$ cat src/rtl/row_render_sched.sv
// Row render scheduler: walks X across one row, picks the highest-priority sprite layer,
// issues the ROM read and writes the colour ROM_LAT cycles later. Optional ROW_RENDER_SCHED_STATS_EN adds overrun_cnt.
module row_render_sched #(
  parameter int unsigned H_ACTIVE = 640,
  parameter int unsigned ROM_LAT  = 1,
  parameter logic [3:0]  BG_INDEX = 4'h0
) (
  input  logic             Clk50,
  input  logic             Reset_n,
  input  logic             row_start,
  input  logic [9:0]       next_row,
  input  logic [3:0]       layer_hit,
  input  logic [3:0][17:0] layer_addr,
  input  logic [3:0][3:0]  rom_q,
  output logic [15:0]      rom_addr,
  output logic [9:0]       fetch_X,
  output logic [9:0]       write_X,
  output logic [9:0]       write_Y,
  output logic [3:0]       write_data,
  output logic             write_en,
  output logic             buffer_select,
  output logic             busy,
  output logic             overrun
`ifdef ROW_RENDER_SCHED_STATS_EN
  ,
  output logic [7:0]       overrun_cnt
`endif
);

  typedef enum logic [1:0] {IDLE, FETCH, DRAIN} state_t;

  localparam logic [9:0]  X_LAST    = 10'(H_ACTIVE - 1);
  localparam logic [1:0]  D_LAST    = 2'(ROM_LAT - 1);
  localparam logic [15:0] FILL_ADDR = 16'd20;
  localparam logic [9:0]  Y_MAX     = 10'd524;

  state_t state, state_nx;

  logic [9:0] x_cnt;
  logic [1:0] drain_cnt;
  logic       start_ok;
  logic       fetching;
  logic       x_last;
  logic       drain_last;
  logic       hit_any;
  logic       found;
  logic [1:0] sel;

  logic [ROM_LAT-1:0] pv;
  logic [ROM_LAT-1:0] pn;
  logic [9:0]         px [ROM_LAT];
  logic [1:0]         pb [ROM_LAT];

  assign start_ok   = row_start && (next_row <= Y_MAX);
  assign x_last     = (x_cnt == X_LAST);
  assign drain_last = (drain_cnt == D_LAST);
  assign fetch_X    = x_cnt;

  always_ff @(posedge Clk50 or negedge Reset_n) begin
    if (!Reset_n) state <= IDLE;
    else          state <= state_nx;
  end

  // A valid row_start wins over every other transition, including mid-row aborts.
  always_comb begin
    state_nx = state;
    unique case (state)
      IDLE:    state_nx = IDLE;
      FETCH:   if (x_last) state_nx = DRAIN;
      DRAIN:   if (drain_last) state_nx = IDLE;
      default: state_nx = IDLE;
    endcase
    if (start_ok) state_nx = FETCH;
  end

  always_comb begin
    busy     = (state != IDLE);
    fetching = (state == FETCH);
  end

  always_ff @(posedge Clk50 or negedge Reset_n) begin
    if (!Reset_n) begin
      x_cnt         <= '0;
      drain_cnt     <= '0;
      write_Y       <= '0;
      buffer_select <= 1'b0;
      overrun       <= 1'b0;
    end else if (start_ok) begin
      x_cnt         <= '0;
      drain_cnt     <= '0;
      write_Y       <= next_row;
      buffer_select <= ~buffer_select;
      if (busy) overrun <= 1'b1;
    end else if (fetching) begin
      x_cnt     <= x_last ? '0 : x_cnt + 10'd1;
      drain_cnt <= '0;
    end else if (state == DRAIN) begin
      drain_cnt <= drain_cnt + 2'd1;
    end
  end

  always_comb begin
    hit_any = |layer_hit;
    found   = 1'b0;
    sel     = '0;
    for (int unsigned i = 0; i < 4; i++) begin
      if (layer_hit[i] && !found) begin
        sel   = 2'(i);
        found = 1'b1;
      end
    end
    rom_addr = (fetching && hit_any) ? layer_addr[sel][15:0] : FILL_ADDR;
  end

  // Bank/no-hit/X ride a ROM_LAT-deep pipe; a restart invalidates every in-flight slot.
  always_ff @(posedge Clk50 or negedge Reset_n) begin
    if (!Reset_n) begin
      pv <= '0;
      pn <= '1;
      for (int unsigned i = 0; i < ROM_LAT; i++) begin
        px[i] <= '0;
        pb[i] <= '0;
      end
    end else begin
      pv[0] <= fetching && !start_ok;
      pn[0] <= !hit_any;
      px[0] <= x_cnt;
      pb[0] <= layer_addr[sel][17:16];
      for (int unsigned i = 1; i < ROM_LAT; i++) begin
        pv[i] <= pv[i-1] && !start_ok;
        pn[i] <= pn[i-1];
        px[i] <= px[i-1];
        pb[i] <= pb[i-1];
      end
    end
  end

  always_comb begin
    write_en   = pv[ROM_LAT-1];
    write_X    = px[ROM_LAT-1];
    write_data = (pv[ROM_LAT-1] && !pn[ROM_LAT-1]) ? rom_q[pb[ROM_LAT-1]] : BG_INDEX;
  end

`ifdef ROW_RENDER_SCHED_STATS_EN
  always_ff @(posedge Clk50 or negedge Reset_n) begin
    if (!Reset_n)
      overrun_cnt <= '0;
    else if (start_ok && busy && (overrun_cnt != 8'hFF))
      overrun_cnt <= overrun_cnt + 8'd1;
  end
`endif

endmodule
$ cat config.mk
export PLATFORM = sky130hd
export DESIGN_NAME = row_render_sched
export DESIGN_NICKNAME = d
export VERILOG_FILES = /design/src/rtl/row_render_sched.sv
export SDC_FILE = /design/constraint.sdc
export NUM_CORES = 1
export LEC_CHECK = 0
export BUFFER_PORTS_ARGS = -buffer_cell sky130_fd_sc_hd__buf_2
export CAP_MARGIN = 20
export CORE_MARGIN = 2
export CORE_UTILIZATION = 42
export CTS_CLUSTER_SIZE = 16
export DETAILED_ROUTE_END_ITERATION = 10
export PLACE_DENSITY = 0.81
export SYNTH_ARGS = -nofsm -noshare
export SYNTH_HDL_FRONTEND = slang
export SYNTH_SLANG_ARGS = --single-unit
$ cat constraint.sdc
create_clock -name Clk50 -period 2.25 [get_ports Clk50]
set_input_delay 0.3375 -clock Clk50 [delete_from_list [all_inputs] [get_ports Clk50]]
set_output_delay 0.3375 -clock Clk50 [all_outputs]
set_load 0.005 [all_outputs]
==> metrics, run 1 <==
outcome complete, no violations; Ys Warns 0; Critical Path Start Type flip-flop; Max Slew Vio Count 0; Core ar. approximately 5200 sq um; met1 Use GR 24.03%; multiplexer share of the synthesized area about a tenth; clk_skew 0.003948 ns; Syn Inst Count about 230; die width 78.16 um; layout cells sized above 1 a little over half; Vias between 2000 and 2500; synth unique cells 47; Hold WS around 0.16 ns; initial antenna violation count 0; Area Overhead vs Synth 41.17%; syn nets roughly 330; critical path's top delay family simple AND/OR/NAND/NOR gates; synthesized cell area 2310 sq um; io pins between 150 and 200; most used flip-flop cell after synthesis dfrtp_1; hold buffers post-CTS 0; Die Ht between 70 and 80 um; Max FO, Critical Path 22; Starting DRT DRC Count ~80; DP Cell Count roughly 450; max incr delay on CP ~0.50 ns; CP Data Required Time 1.91 ns; Most Used Layer, Global Route met2; CTS H-Tree Depth 2; Pre-Repair DR Iteration Count 4; CP endpoint rom_addr[5]; setup violators final 0; largest family of logic cells by synthesized area simple AND/OR/NAND/NOR gates; # port buffers roughly 160; Leakage between 1.5 and 2 nW; Post-Synth Adder-Cell Area 1.083%; top post-synthesis cells by area dfrtp_1, mux4_2, nand2_1; DRC 0; sw frac about 28%; Starting Density between 40% and 50%; Min-Delay Path Class input pin to async pin; Clock power frac approximately 25%; PwrDens 571.7 nW/um^2; Crit path depth 3; setup_tns 0 ns; CP Capture Type output pin; die area approximately 6100 sq um; RSZ-0062 raised after global routing no; Worst EP arrival about 1.8 ns; Final nets between 400 and 500; peak supply drop about 0.32 mV; first-pass GRT wire length about 10000 um; wire per inst 14.09 um; clock tree buffer depth 2; reg2reg start fetch_X[1]; Congestion Overflow GR 0; power share of the combinational group 27.0%; Core Rows 26; finished layout cell area ~3300 sq um; FF-to-FF path depth 5; GP Congestion 0.8355; Finished Layout Cells approximately 450; diode count 0; Worst slew margin between 40% and 50%; most common cell in the netlist dfrtp_1; #FFs+latches synth 40; compound-gate portion of the synthesized area about a fifth; vias in the first global route 2363; Final period util between 90% and 100%; Async SR Flop Fraction 100.0%; CTS tree yes; Root Driver clkbuf_8; Psw 0.5256 mW; largest net degree at the start of global routing ~40; Reg2Reg Setup Slack about 0.37 ns; Avg Cell Area, Syn between 10 and 15 sq um; Post-Synth Simple-Gate Area a little under a fifth; actual slew at the worst max-slew pin approximately 0.85 ns; Critical-path top delay cell or2b_2; FF-to-FF End fetch_X[7]; min cycle time layout roughly 2.1 ns; Clock Pin Slew Worst Setup and Hold Paths approximately 0.07 ns; CP startpoint state[0]; Synth Area in XOR/XNOR approximately 2.3%; register area share after synthesis 43.39%; CTS Sinks 40; gr usage total about a fifth; biggest area consumer among synthesized cells dfrtp_1; clk_lat worst skew approximately 0.28 ns; total CTS buffers 5; global routing usage on met2 roughly 39%; post-DP HPWL around 5100 um; endpoints failing hold 0; Max Fclk roughly 480 MHz; most frequent cells after synthesis dfrtp_1, nand2_1, a221oi_1, a311oi_1, nor2_1; EDFF count, synth 0; Placement Cell Area ~3200 sq um; post-route ant nets 0; crit path cell chain or2b_2 > a311oi_1 > buf_2; Critical Setup Path Class flip-flop to output pin; Seq pwr share 47.7%; Max-cap violations 0; met3 Resource Use GR 3.908%; Crit path buffers/inverters 1; internal power roughly 1.3 mW; Vias per Instance 5.357; Synth top area share 42.25%; final WL approximately 6400 um
## area by class of cell
| type | count | area, sq um |
|---|---|---|
| Multi-Input combinational cell | 163 | 1200 |
| Fill cell | 457 | 1944 |
| Clock buffer | 8 | 90.09 |
| Tap cell | 70 | 87.58 |
| Inverter | 6 | 22.52 |
| Timing Repair Buffer | 167 | 858.3 |
| Sequential cell | 40 | 1002 |
## kinds of logic (layout without fill, tap and decap cells)
kind of cell	after synthesis	count (layout)
simple gates	83	83
fa+ha+maj	2	2
buf+inv	22	181
xor+xnor	6	6
compound gates	56	56
flops	40	40
mux	16	16
## state kept, by name (all words and copies together), names as in the netlist
register	cells
fetch_X	10
write_X	10
write_Y	10
drain_cnt	2
pb	2
state	2
buffer_select	1
overrun	1
pn	1
write_en	1
## how the worst min path moves through the flow
stage                         end        from  cells past startpoint  slack, ns
floorplan           buffer_select     Reset_n                      0       0.04
global placement       write_X[9]  fetch_X[9]                      0       0.41
detailed placement     write_X[9]  fetch_X[9]                      0       0.42
CTS                    write_Y[5]     Reset_n                      1       0.18
global route           write_X[9]     Reset_n                      1       0.23
finish                 fetch_X[0]     Reset_n                      1       0.16
## worst register-to-register path: stages, from the launching register on
cell	delay, ns
dfrtp_1	0.48
ha_1	0.28
nor3b_1	0.17
nand3_1	0.24
or4b_4	0.50
a21oi_2	0.14
## power groups by stage
stage / combinational, mW / sequential, mW / clock, mW
floorplan: 0.213 / 0.906 / 0
global placement: 0.497 / 0.898 / 0
detailed placement: 0.507 / 0.905 / 0
CTS: 0.509 / 0.891 / 0.483
global route: 0.557 / 0.904 / 0.522
finish: 0.503 / 0.889 / 0.472
## cells in the final DEF, fill, tap and decap left out, types with 2 or more instances in the layout
| master | n |
|---|---|
| a211oi_1 | 2 |
| a21o_1 | 2 |
| a21oi_1 | 5 |
| a21oi_2 | 2 |
| a221oi_1 | 14 |
| a311oi_1 | 14 |
| a31oi_1 | 2 |
| and3_1 | 2 |
| buf_2 | 158 |
| buf_4 | 9 |
| clkbuf_1 | 2 |
| clkbuf_8 | 6 |
| dfrtp_1 | 39 |
| ha_1 | 2 |
| inv_1 | 6 |
| mux2_2 | 9 |
| mux4_2 | 6 |
| nand2_1 | 33 |
| nand2b_1 | 4 |
| nand3_1 | 5 |
| nand3_4 | 2 |
| nand4_1 | 3 |
| nor2_1 | 14 |
| nor2b_1 | 5 |
| nor3_1 | 3 |
| o21ai_0 | 5 |
| o22ai_1 | 2 |
| o2bb2ai_1 | 2 |
| or2_2 | 2 |
| or3_1 | 2 |
| xor2_1 | 6 |
## through the flow
stage	total power [mW]	setup slack, ns	util, %
after floorplan	1.119	0.5192	-
final	1.864	0.1516	62.64
after CTS	1.883	0.05741	62.62
after detailed placement	1.413	0.3221	60.89
after global routing	1.983	0.03063	62.64
after global placement	1.395	0.3602	60.89
## what timing repair did
action,4_1_cts,5_1_grt
endpoints found under the setup margin,0,14
buffers inserted,0,0
gates resized for setup,0,1
## layer usage
metal	up-vias	share of wire, %
met4	0	1.2
met2	117	55
met5	-	0
met3	6	7.2
met1	1150	37
li1	1159	-
(Power assumes the default switching activity.)
==> run 2, diff against run 1 <==
--- a/config.mk
+++ b/config.mk
@@ -7,7 +7,6 @@
 export LEC_CHECK = 0
 export BUFFER_PORTS_ARGS = -buffer_cell sky130_fd_sc_hd__buf_2
 export CAP_MARGIN = 20
-export CORE_MARGIN = 2
 export CORE_UTILIZATION = 42
 export CTS_CLUSTER_SIZE = 16
 export DETAILED_ROUTE_END_ITERATION = 10
==> run 2 against run 1 <==
Against the previous run: first-iteration DRC count is 6.1% higher; routed wire length down 0.48%; maximum frequency up 1.6%; clock power down 1%; sequential share of layout area is 0.13 points lower; non-clock buffer count grew 2; critical path depth is 4 higher; die area fell by 5.1%; clock-buffer cell count did not move; sequential power increased by 0.4%; critical path type is now input pin to output pin; critical endpoint is now rom_addr[13]; largest power group unchanged.
==> metrics, run 2 (synthesis results as in run 1) <==
CTS tree yes; actual slew at the worst max-slew pin 0.8227 ns (-0.02542 ns); crit path cell chain buf_2 > nand2b_1 > a21oi_2 > buf_4 > nand2_1 > a311oi_1 > buf_2; Final period util 91.83% (-1.4 points); Clock Pin Slew Worst Setup and Hold Paths 0.07 ns (about the same); endpoints failing hold 0 (unchanged); clk_skew 0.005223 ns (+0.001275 ns); Max Fclk 484.0 MHz (+1.6%); Vias 2447 (+0.62%); Pre-Repair DR Iteration Count 4 (unchanged); fin util 62.91% (+0.26 points); Worst slew margin 45.16% (+1.7 points); die area 5800 sq um (-5.1%); final worst slack 0.1839 ns (+0.03224 ns); hold buffers post-CTS 0 (unchanged); most frequent cells in the layout buf_2, dfrtp_1, nand2_1; RSZ-0062 raised after global routing no; post-cts resize count 0 (unchanged); Root Driver clkbuf_8; Area Overhead vs Synth 41.77%; Max-cap violations 0 (unchanged); Worst EP arrival 1.73 ns (-0.03 ns); DP Cell Count 448 (+0.45%); Critical-path top delay cell a21oi_2; first-pass GRT wire length 10670 um (+2.5%); clk_lat worst skew 0.28 ns (about the same); Max Slew Vio Count 0 (unchanged); largest net degree at the start of global routing 41 (unchanged); Critical Path Most Common Cell buf_2; diode count 0 (unchanged); DRC 0 (unchanged); Finished Layout Cells 456 (+0.44%); max incr delay on CP 0.41 ns (-0.09 ns); vias in the first global route 2389 (+1.1%); Core ar. 5205 sq um (unchanged); min cycle time layout 2.066 ns (-0.03224 ns); Vias per Instance 5.366 (+0.18%); setup violators final 0 (unchanged); peak supply drop 0.3471 mV (+7.1%); post-CTS setup buffers 0 (unchanged); outcome complete, no violations; post-route ant nets 0 (unchanged); Critical Path Start Type input pin; PwrDens 567.2 nW/um^2 (-0.80%); CTS Sinks 40 (unchanged); layout cells sized above 1 52.33% (about the same); most common cell after layout, fill and taps aside buf_2; CP Capture Type output pin; clock tree buffer depth 2 (unchanged); final WL 6365 um (-0.48%); setup_tns 0 ns (unchanged); Critical Setup Path Class input pin to output pin; CP Data Required Time 1.91 ns (about the same); CTS H-Tree Depth 2 (unchanged); die width 76.16 um (-2.6%); Core Rows 26 (unchanged); io pins 159 (unchanged); # port buffers 158 (unchanged); Hold WS 0.1484 ns (-0.009164 ns); Min-Delay Path Class input pin to async pin; Max FO, Critical Path 10 (-55%); Starting DRT DRC Count 87 (+6.1%); pre-CTS setup slack 0.1971 ns (-0.1250 ns); wire per inst 13.96 um (-0.92%); initial antenna violation count 0 (unchanged); Starting Density 44.37% (unchanged); post-DP HPWL 5056 um (-0.82%); Final nets 492 (+0.41%); total CTS buffers 5 (unchanged); Die Ht 76.16 um (-2.6%); Leakage 1.663 nW (+0.55%); Congestion Overflow GR 0 (unchanged); GP Congestion 0.8718 (+4.3%); gr usage total 22.94% (+1.9 points)
## run 2: per-stage QoR
step | area (sq um) | power [mW]
finish | 3274 | 1.857
global route | 3274 | 1.977
CTS | 3274 | 1.883
detailed placement | 3184 | 1.408
global placement | 3184 | 1.394
floorplan | 2310 | 1.119
## run 2: cell type report
type                            count  area, sq um
Clock buffer                        8        90.09
Fill cell                         439         1931
Inverter                            6        22.52
Multi-Input combinational cell    163         1199
Sequential cell                    40         1002
Tap cell                           70        87.58
Timing Repair Buffer              169        873.3
## run 2: worst max-delay path: cells and delay by family
family,cells,cell delay [ns]
and+or+nand+nor,2,0.26
AOI/OAI and AO/OA,2,0.66
buffers and inverters,3,0.48
## run 2: power by group
group,internal [mW],switching [mW]
logic,0.276,0.222
registers,0.811,0.0828
clock network,0.250,0.216
## run 2: worst paths after layout
kind,from,endpoint,slack (ns),depth (start not counted)
min in group Clk50,layer_hit[3],pn,0.26,2
setup / recovery,layer_hit[2],rom_addr[13],0.18,7
hold / removal,Reset_n,write_en,0.15,1
hold reg to reg,fetch_X[9],write_X[9],0.44,0
setup reg to reg,fetch_X[0],fetch_X[0],0.47,6
max in group asynchronous,Reset_n,fetch_X[3],1.58,1
## run 2: layer usage
metal  global-route usage (%)  part of all wire, %  routed length, um
met5                        0                    0                  0
met2                    41.45                   54               3463
met4                    10.96                  2.6                165
met1                    26.09                   38               2396
met3                    4.192                  5.3                340
